$ cat src/rtl/lc3b_types.sv
// Shared LC-3b types for the fetch stage: FSM states and the fetch queue entry layout.
package lc3b_types;

  localparam int LC3B_WIDTH = 16;

  typedef enum logic {
    FETCH_RUN,
    FETCH_DISCARD
  } fetch_state_t;

  typedef struct packed {
    logic [LC3B_WIDTH-1:0] pc;
    logic [LC3B_WIDTH-1:0] instr;
  } fetch_entry_t;

endpackage

$ cat src/rtl/fetch_queue.sv
// Synchronous DEPTH-entry FIFO of {pc, instr}; head visible combinationally, one-cycle push-to-head.
// Flush and reset empty it; push must never be asserted when full.
module fetch_queue #(
  parameter int WIDTH = 16,
  parameter int DEPTH = 4
) (
  input  logic                     clk,
  input  logic                     reset_n,
  input  logic                     push,
  input  logic                     pop,
  input  logic                     flush,
  input  logic [WIDTH-1:0]         push_pc,
  input  logic [WIDTH-1:0]         push_instr,
  output logic [$clog2(DEPTH):0]   count,
  output logic [WIDTH-1:0]         head_pc,
  output logic [WIDTH-1:0]         head_instr
);

  localparam int AW = $clog2(DEPTH);

  logic [WIDTH-1:0] pc_mem    [DEPTH];
  logic [WIDTH-1:0] instr_mem [DEPTH];
  logic [AW-1:0]    wr_ptr;
  logic [AW-1:0]    rd_ptr;

  always_ff @(posedge clk) begin
    if (!reset_n || flush) begin
      wr_ptr <= '0;
      rd_ptr <= '0;
      count  <= '0;
    end else begin
      if (push) wr_ptr <= wr_ptr + AW'(1);
      if (pop)  rd_ptr <= rd_ptr + AW'(1);
      case ({push, pop})
        2'b10:   count <= count + (AW+1)'(1);
        2'b01:   count <= count - (AW+1)'(1);
        default: count <= count;
      endcase
    end
  end

  // Storage is cleared on reset so the head reads as zero until the first push.
  always_ff @(posedge clk) begin
    if (!reset_n) begin
      for (int i = 0; i < DEPTH; i++) begin
        pc_mem[i]    <= '0;
        instr_mem[i] <= '0;
      end
    end else if (push && !flush) begin
      pc_mem[wr_ptr]    <= push_pc;
      instr_mem[wr_ptr] <= push_instr;
    end
  end

  assign head_pc    = pc_mem[rd_ptr];
  assign head_instr = instr_mem[rd_ptr];

endmodule

$ cat src/rtl/fetch_unit.sv
// LC-3b fetch stage: fetch PC, trap/branch redirect, hold-until-response imem port, fetch queue.
// Response at edge N is visible at the queue head in cycle N+1; requests stop while the queue is full.
module fetch_unit
  import lc3b_types::*;
#(
  parameter int               WIDTH    = 16,
  parameter int               DEPTH    = 4,
  parameter int               INC      = 2,
  parameter logic [WIDTH-1:0] RESET_PC = '0
) (
  input  logic             clk,
  input  logic             reset_n,
  input  logic             redirect_trap,
  input  logic [WIDTH-1:0] trap_pc,
  input  logic             redirect_br,
  input  logic [WIDTH-1:0] target_pc,
  output logic             imem_read,
  output logic [WIDTH-1:0] imem_addr,
  input  logic             imem_resp,
  input  logic [WIDTH-1:0] imem_rdata,
  output logic             out_valid,
  input  logic             out_ready,
  output logic [WIDTH-1:0] out_instr,
  output logic [WIDTH-1:0] out_pc,
  output logic [WIDTH-1:0] out_pcplus
);

  localparam int CW = $clog2(DEPTH) + 1;

  fetch_state_t     state, next_state;
  logic [WIDTH-1:0] fpc;
  logic [WIDTH-1:0] disc_addr;
  logic [WIDTH-1:0] new_pc;
  logic [CW-1:0]    count;
  logic [WIDTH-1:0] head_pc;
  logic [WIDTH-1:0] head_instr;
  logic             redirect;
  logic             full;
  logic             push;
  logic             pop;
  logic             go_discard;

  assign redirect = redirect_trap | redirect_br;
  assign new_pc   = redirect_trap ? trap_pc : target_pc;
  assign full     = (count == CW'(DEPTH));

  always_comb begin
    next_state = state;
    imem_read  = 1'b0;
    imem_addr  = fpc;
    go_discard = 1'b0;
    case (state)
      FETCH_RUN: begin
        imem_read = !full;
        // An issued read cannot be withdrawn, so a redirect parks its address until the response.
        if (redirect && !full && !imem_resp) begin
          next_state = FETCH_DISCARD;
          go_discard = 1'b1;
        end
      end
      FETCH_DISCARD: begin
        imem_read = 1'b1;
        imem_addr = disc_addr;
        if (imem_resp) next_state = FETCH_RUN;
      end
    endcase
    if (!reset_n) imem_read = 1'b0;
  end

  assign push = (state == FETCH_RUN) && !full && imem_resp && !redirect;

  always_ff @(posedge clk) begin
    if (!reset_n) begin
      state     <= FETCH_RUN;
      fpc       <= RESET_PC;
      disc_addr <= '0;
    end else begin
      state <= next_state;
      if (redirect)      fpc <= new_pc;
      else if (push)     fpc <= fpc + WIDTH'(INC);
      if (go_discard)    disc_addr <= fpc;
    end
  end

  fetch_queue #(
    .WIDTH (WIDTH),
    .DEPTH (DEPTH)
  ) u_queue (
    .clk        (clk),
    .reset_n    (reset_n),
    .push       (push),
    .pop        (pop),
    .flush      (redirect),
    .push_pc    (fpc),
    .push_instr (imem_rdata),
    .count      (count),
    .head_pc    (head_pc),
    .head_instr (head_instr)
  );

  assign out_valid  = reset_n && (count != '0) && !redirect;
  assign pop        = out_valid && out_ready;
  assign out_pc     = reset_n ? head_pc : '0;
  assign out_instr  = reset_n ? head_instr : '0;
  assign out_pcplus = reset_n ? head_pc + WIDTH'(INC) : '0;

endmodule

$ cat config.mk
export PLATFORM = sky130hd
export DESIGN_NAME = fetch_unit
export DESIGN_NICKNAME = d
export VERILOG_FILES = /design/src/rtl/lc3b_types.sv /design/src/rtl/fetch_queue.sv /design/src/rtl/fetch_unit.sv
export SDC_FILE = /design/constraint.sdc
export NUM_CORES = 1
export LEC_CHECK = 0
export BUFFER_PORTS_ARGS = -buffer_cell sky130_fd_sc_hd__buf_2
export CAP_MARGIN = 20
export CORE_UTILIZATION = 57
export DETAILED_ROUTE_END_ITERATION = 10
export PLACE_DENSITY = 0.8
export SYNTH_ARGS = -nofsm -noshare
export SYNTH_HDL_FRONTEND = slang
export SYNTH_HIERARCHICAL = 1
export SYNTH_SLANG_ARGS = --single-unit
$ cat constraint.sdc
create_clock -name clk -period 3.41 [get_ports clk]
set_input_delay 0.5115 -clock clk [delete_from_list [all_inputs] [get_ports clk]]
set_output_delay 0.5115 -clock clk [all_outputs]
set_load 0.03 [all_outputs]
# == After elaboration in Yosys (flattened, before gate mapping) ==
# Memory sizes are Yosys's and may differ from the RTL's. A register that Yosys moved wholly into a read port is not among the register bits.
# Index checks and enable logic that the tools add are counted.
# op_classes
addsub,6
eq_ne,3
mux,28
n_bitwise,2
reduce_logical,19
# ops
op,n
2-to-1 mux 16 bit,9
"adder 16 x 2 -> 16 bit, second input constant",2
OR reduction 16 bit,2
2-to-1 mux 2 bit,6
2-to-1 mux 1 bit,10
logical AND 1 bit,9
case mux 3 bit (2 select lines),1
"adder 2 x 1 -> 2 bit, second input constant",2
zero test 1 bit,4
case mux 1 bit (2 select lines),2
nonzero test 2 bit,2
"adder 3 x 1 -> 3 bit, second input constant",1
"== test 3 bit, second input constant",1
nonzero test 3 bit,1
"subtractor 3 x 1 -> 3 bit, second input constant",1
"== test 2 x 1 -> 1 bit, second input constant",1
"== test 2 bit, second input constant",1
logical OR 1 bit,1
NOT 1 bit,1
OR 1 bit,1
# totals
ff_bits,40
ram_bits,128
input_bits,54
output_inout_bits,66
elab_cells,66
memories,2
# mem_list
memory,words,width,read_ports,rd_ports_with_merged_regs,write_ports,line,text
u_queue.instr_mem,4,16,1,1,4,fetch_queue.sv:22,logic [WIDTH-1:0] instr_mem [DEPTH];
u_queue.pc_mem,4,16,1,1,4,fetch_queue.sv:21,logic [WIDTH-1:0] pc_mem [DEPTH];

# == Longest topological paths before layout ==
# logic_depth
word_depth,11
ltp_mapped,13
depth_no_buf,10

# == Hierarchy ==
# The synthesis kept the hierarchy.
# by_module_without_submodules
mod,instances,cells_each,area_each_um2,seq_area_each_um2
fetch_queue,1,392,5741.8,4023.9
fetch_unit,1,300,2496.1,660.6

# == Worst setup path before layout ==
# No wires, ideal clock.
# synth_timing
path_type,input to register
start,input port redirect_br
end,register u_queue.count[2]
setup_ps,71
arrival_ps,3017
required_time_ps,3339
setup_slack_ps,323
stages,12
n_path_buf,2
cell_sequence,buf_4 -> nor2_2 -> clkbuf_1 -> nand2_1 -> nor2_1 -> and2_1 -> ha_1 -> inv_1 -> fa_1 -> xor2_1 -> or3_1 -> a21oi_1
# synth_via
elab_chain_cells,6
word_cells_on_any_way,10
classes_between,2 x eq/ne; 1 x mux; 1 x bitwise; 6 x reduce/logical
# synth_lines
item,line,text
"start, declared",fetch_unit.sv:15,"input logic redirect_br,"
OR 1 bit (*),fetch_unit.sv:43,assign redirect = redirect_trap | redirect_br;
zero test 1 bit (*),fetch_unit.sv:101,assign out_valid = reset_n && (count != '0) && !redirect;
logical AND 1 bit (*),fetch_unit.sv:101,
named net out_valid,fetch_unit.sv:21,"output logic out_valid,"
logical AND 1 bit (*),fetch_unit.sv:102,assign pop = out_valid && out_ready;
named net pop,fetch_unit.sv:40,logic pop;
== test 2 x 1 -> 1 bit or == test 2 bit (tied branches),fetch_queue.sv:34,"case ({push, pop})"
case mux 3 bit (2 select lines) or nonzero test 2 bit (tied branches),-,
"end signal, assigned",fetch_queue.sv:35,2'b10: count <= count + (AW+1)'(1);
"end signal, assigned",fetch_queue.sv:36,2'b01: count <= count - (AW+1)'(1);
"end signal, assigned",fetch_queue.sv:37,default: count <= count;
"end, declared",fetch_queue.sv:14,"output logic [$clog2(DEPTH):0] count,"
# The timed path passes the listed nets; every way through them passes the cells marked *.
# A chain may end at the register's enable or synchronous reset.

==> impl_metrics.json <==
{
  "grt_overflow": 0,
  "cts_tree": "yes",
  "final-setup-viol-count": 0,
  "dieArea_um2": 14940,
  "ant_nets": 0,
  "nets": 858,
  "htreeDepth": 4,
  "yosysUniqueCellTypes": 53,
  "slew_viol_final": 0,
  "clkSinkCount": 170,
  "synth-seq-cells": 170,
  "wl_mm": 18.57,
  "finalSetupTns_ns": 0,
  "worst_pin_slew_ns": 0.5029,
  "grt_pass1_wl_mm": 29.30,
  "fmax_mhz": 310.4,
  "synth_top_cell_by_area": "edfxtp_1",
  "syn_area_per_cell_um2": 11.90,
  "antenna_cells": 0,
  "syn-num-nets": 750,
  "synthDominantCellAreaShare": 0.4666,
  "async_flop_share": 0,
  "hp-start": "imem_resp",
  "rows": 43,
  "track_usage": 0.2642,
  "clock-root-buffer": "clkbuf_16",
  "insertion_delay_ns": 0.43,
  "dpl.hpwl_mm": 11.82,
  "drive_gt1_frac": 0.2620,
  "ys_top_cells_by_area": "edfxtp_1, dfxtp_1, mux4_2",
  "arrival_ns": 2.71,
  "rsz0062_at_grt": "false",
  "hp-class": "input port to register",
  "core_um2": 13990,
  "die_h_um": 122.2,
  "drv_cap": 0,
  "area_delta_synth_final_pct": 14.67,
  "p_leak_nw": 3.635,
  "irDropWorstVdd_mv": 0.3391,
  "holdPathStages": 2,
  "ys.warnings.count": 6,
  "detail_route.first_pass.iterations": 6,
  "viasPerCell": 5.890,
  "r2r_slack_ns": 0.79,
  "post_cts_buffers": 0,
  "die_width_um": 122.2,
  "cp_max_fo": 12,
  "path_clk_slew_ns": 0.07,
  "fin_skew_ns": 0.008539,
  "wl_per_cell_um": 18.70,
  "routabilityCongestion": 0.8301,
  "p_total_mw": 4.496,
  "drc_errors": 0,
  "yosysSeqAreaShare": 0.5687,
  "start_kind": "register",
  "layout_commonest_cell": "nor2_1",
  "ios": 120,
  "vias": 5849,
  "cts.repair.resized": 0,
  "regToRegStartpoint": "u_queue/count[2]",
  "synth_flop_cell": "edfxtp_1",
  "worstReg2RegEnd": "u_queue/count[2]",
  "start_util": 0.5889,
  "clock_path_buffers": 2,
  "powerDensity_nw_per_um2": 476.0,
  "reg2regPathDepth": 10,
  "crit_type": "register to output port",
  "hold_viol_final": 0,
  "numCtsBuffers": 17,
  "fill_cells": 993,
  "drt_iter0_drc": 534,
  "relSlewSlack": 0.6647,
  "finish.instance_area_um2": 9447,
  "period_share": 0.9447,
  "io_buffers": 119,
  "syn-cell-area_um2": 8238,
  "grt_pass1_vias": 5607,
  "final_cell_mix": "nor2_1, edfxtp_1, buf_2",
  "min_to": "state",
  "cts-hold-fix-buffers": 0,
  "grt_max_degree": 120,
  "place_area_um2": 8915,
  "status": "finished, final reports clean",
  "synth_edf_count": 128,
  "crit_required_ns": 2.90,
  "post-route-min-period_ns": 3.222,
  "worst_setup_path_end_kind": "output port",
  "antenna_found_initial": 0,
  "synth_cells": 692
}
## Yosys cell counts, types with 3 or more instances
library cell	count
o221ai_1	4
nand2b_1	4
clkbuf_1	15
ha_1	3
o21ai_0	14
nand2_1	58
mux2i_1	20
nand4_1	7
nor2b_1	23
and2_1	45
xnor2_1	15
a21boi_0	3
xor2_1	13
or3_1	3
mux4_2	30
a21oi_1	11
nor2_1	142
and3_1	4
edfxtp_1	128
mux2_2	16
buf_12	3
and4_1	5
a222oi_1	3
inv_1	9
buf_2	19
buf_6	4
nand3_1	16
dfxtp_1	42
nor3_1	4
## worst max-delay path by stage
stage / start / endpoint / slack [ns] / cells past startpoint
after CTS: register / out_pcplus[13] / 0.02 / 5
after floorplan: redirect_br / u_queue/count[2] / 0.32 / 12
final: register / out_pcplus[13] / 0.19 / 5
after detailed placement: redirect_trap / u_queue/count[2] / 0.39 / 11
after global placement: register / out_pcplus[13] / 0.55 / 5
after global routing: register / out_pcplus[13] / 0.02 / 5
## worst max-delay path: stages (launching register included)
cell	delay, ns
dfxtp_4	0.49
buf_4	0.31
mux4_2	0.60
or3_1	0.38
a21boi_0	0.25
buf_2	0.25
## power by group
part / internal (mW) / total, mW / switching (mW) / leakage (nW)
Combinational: 0.159 / 0.432 / 0.273 / 1.72
Sequential: 2.30 / 2.35 / 0.0515 / 1.67
Clock: 0.925 / 1.72 / 0.792 / 0.247
Total: 3.38 / 4.50 / 1.12 / 3.64
## flip-flops by register name, summed over array words and instances, names as in the netlist, named ones only
signal and count:
u_queue/pc_mem 64, u_queue/wr_ptr 2, disc_addr 16, u_queue/rd_ptr 2, u_queue/count 3, u_queue/instr_mem 64, state 1, fpc 16
## layer usage
metal  track usage  wire (µm)  vias up  part of all wire
met4        0.1128        398        0             0.021
met5             0          0        -                 0
met3       0.05297       1376       36             0.074
met2        0.4287       9110      307              0.49
li1              -          -     2680                 -
met1        0.3471       7682     2826              0.41
## layout make-up
class	instances	area, µm²	area share
Timing Repair Buffer	133	725.7	0.07682
Clock buffer	17	425.4	0.04503
Multi-Input combinational cell	468	3241	0.3430
Sequential cell	170	4690	0.4964
Clock inverter	15	102.6	0.01086
Inverter	10	37.54	0.003974
Tap cell	180	225.2	0.02384
## per-stage QoR
stage | setup slack [ns] | cells | hold WS (ns) | utilization
finish | 0.1884 | 993 | 0.2982 | 0.6753
global route | 0.01816 | 993 | 0.3008 | 0.6753
global placement | 0.5452 | 961 | 0.4865 | 0.6373
CTS | 0.02070 | 993 | 0.2865 | 0.6750
detailed placement | 0.3860 | 961 | 0.5050 | 0.6373
floorplan | 0.3226 | 692 | 0.4726 | -
## cells by family (layout without fill, tap and decap cells)
group / Yosys count / count (layout) / synth area share
and+or+nand+nor: 322 / 322 / 0.1853
muxes: 68 / 68 / 0.1346
AOI/OAI and AO/OA: 46 / 46 / 0.03676
buffers and inverters: 54 / 175 / 0.03797
DFF: 170 / 170 / 0.5687
adders and majority gates: 4 / 4 / 0.006987
xor gates and xnor gates: 28 / 28 / 0.02977
No activity file was read; power rests on OpenSTA's default activity.
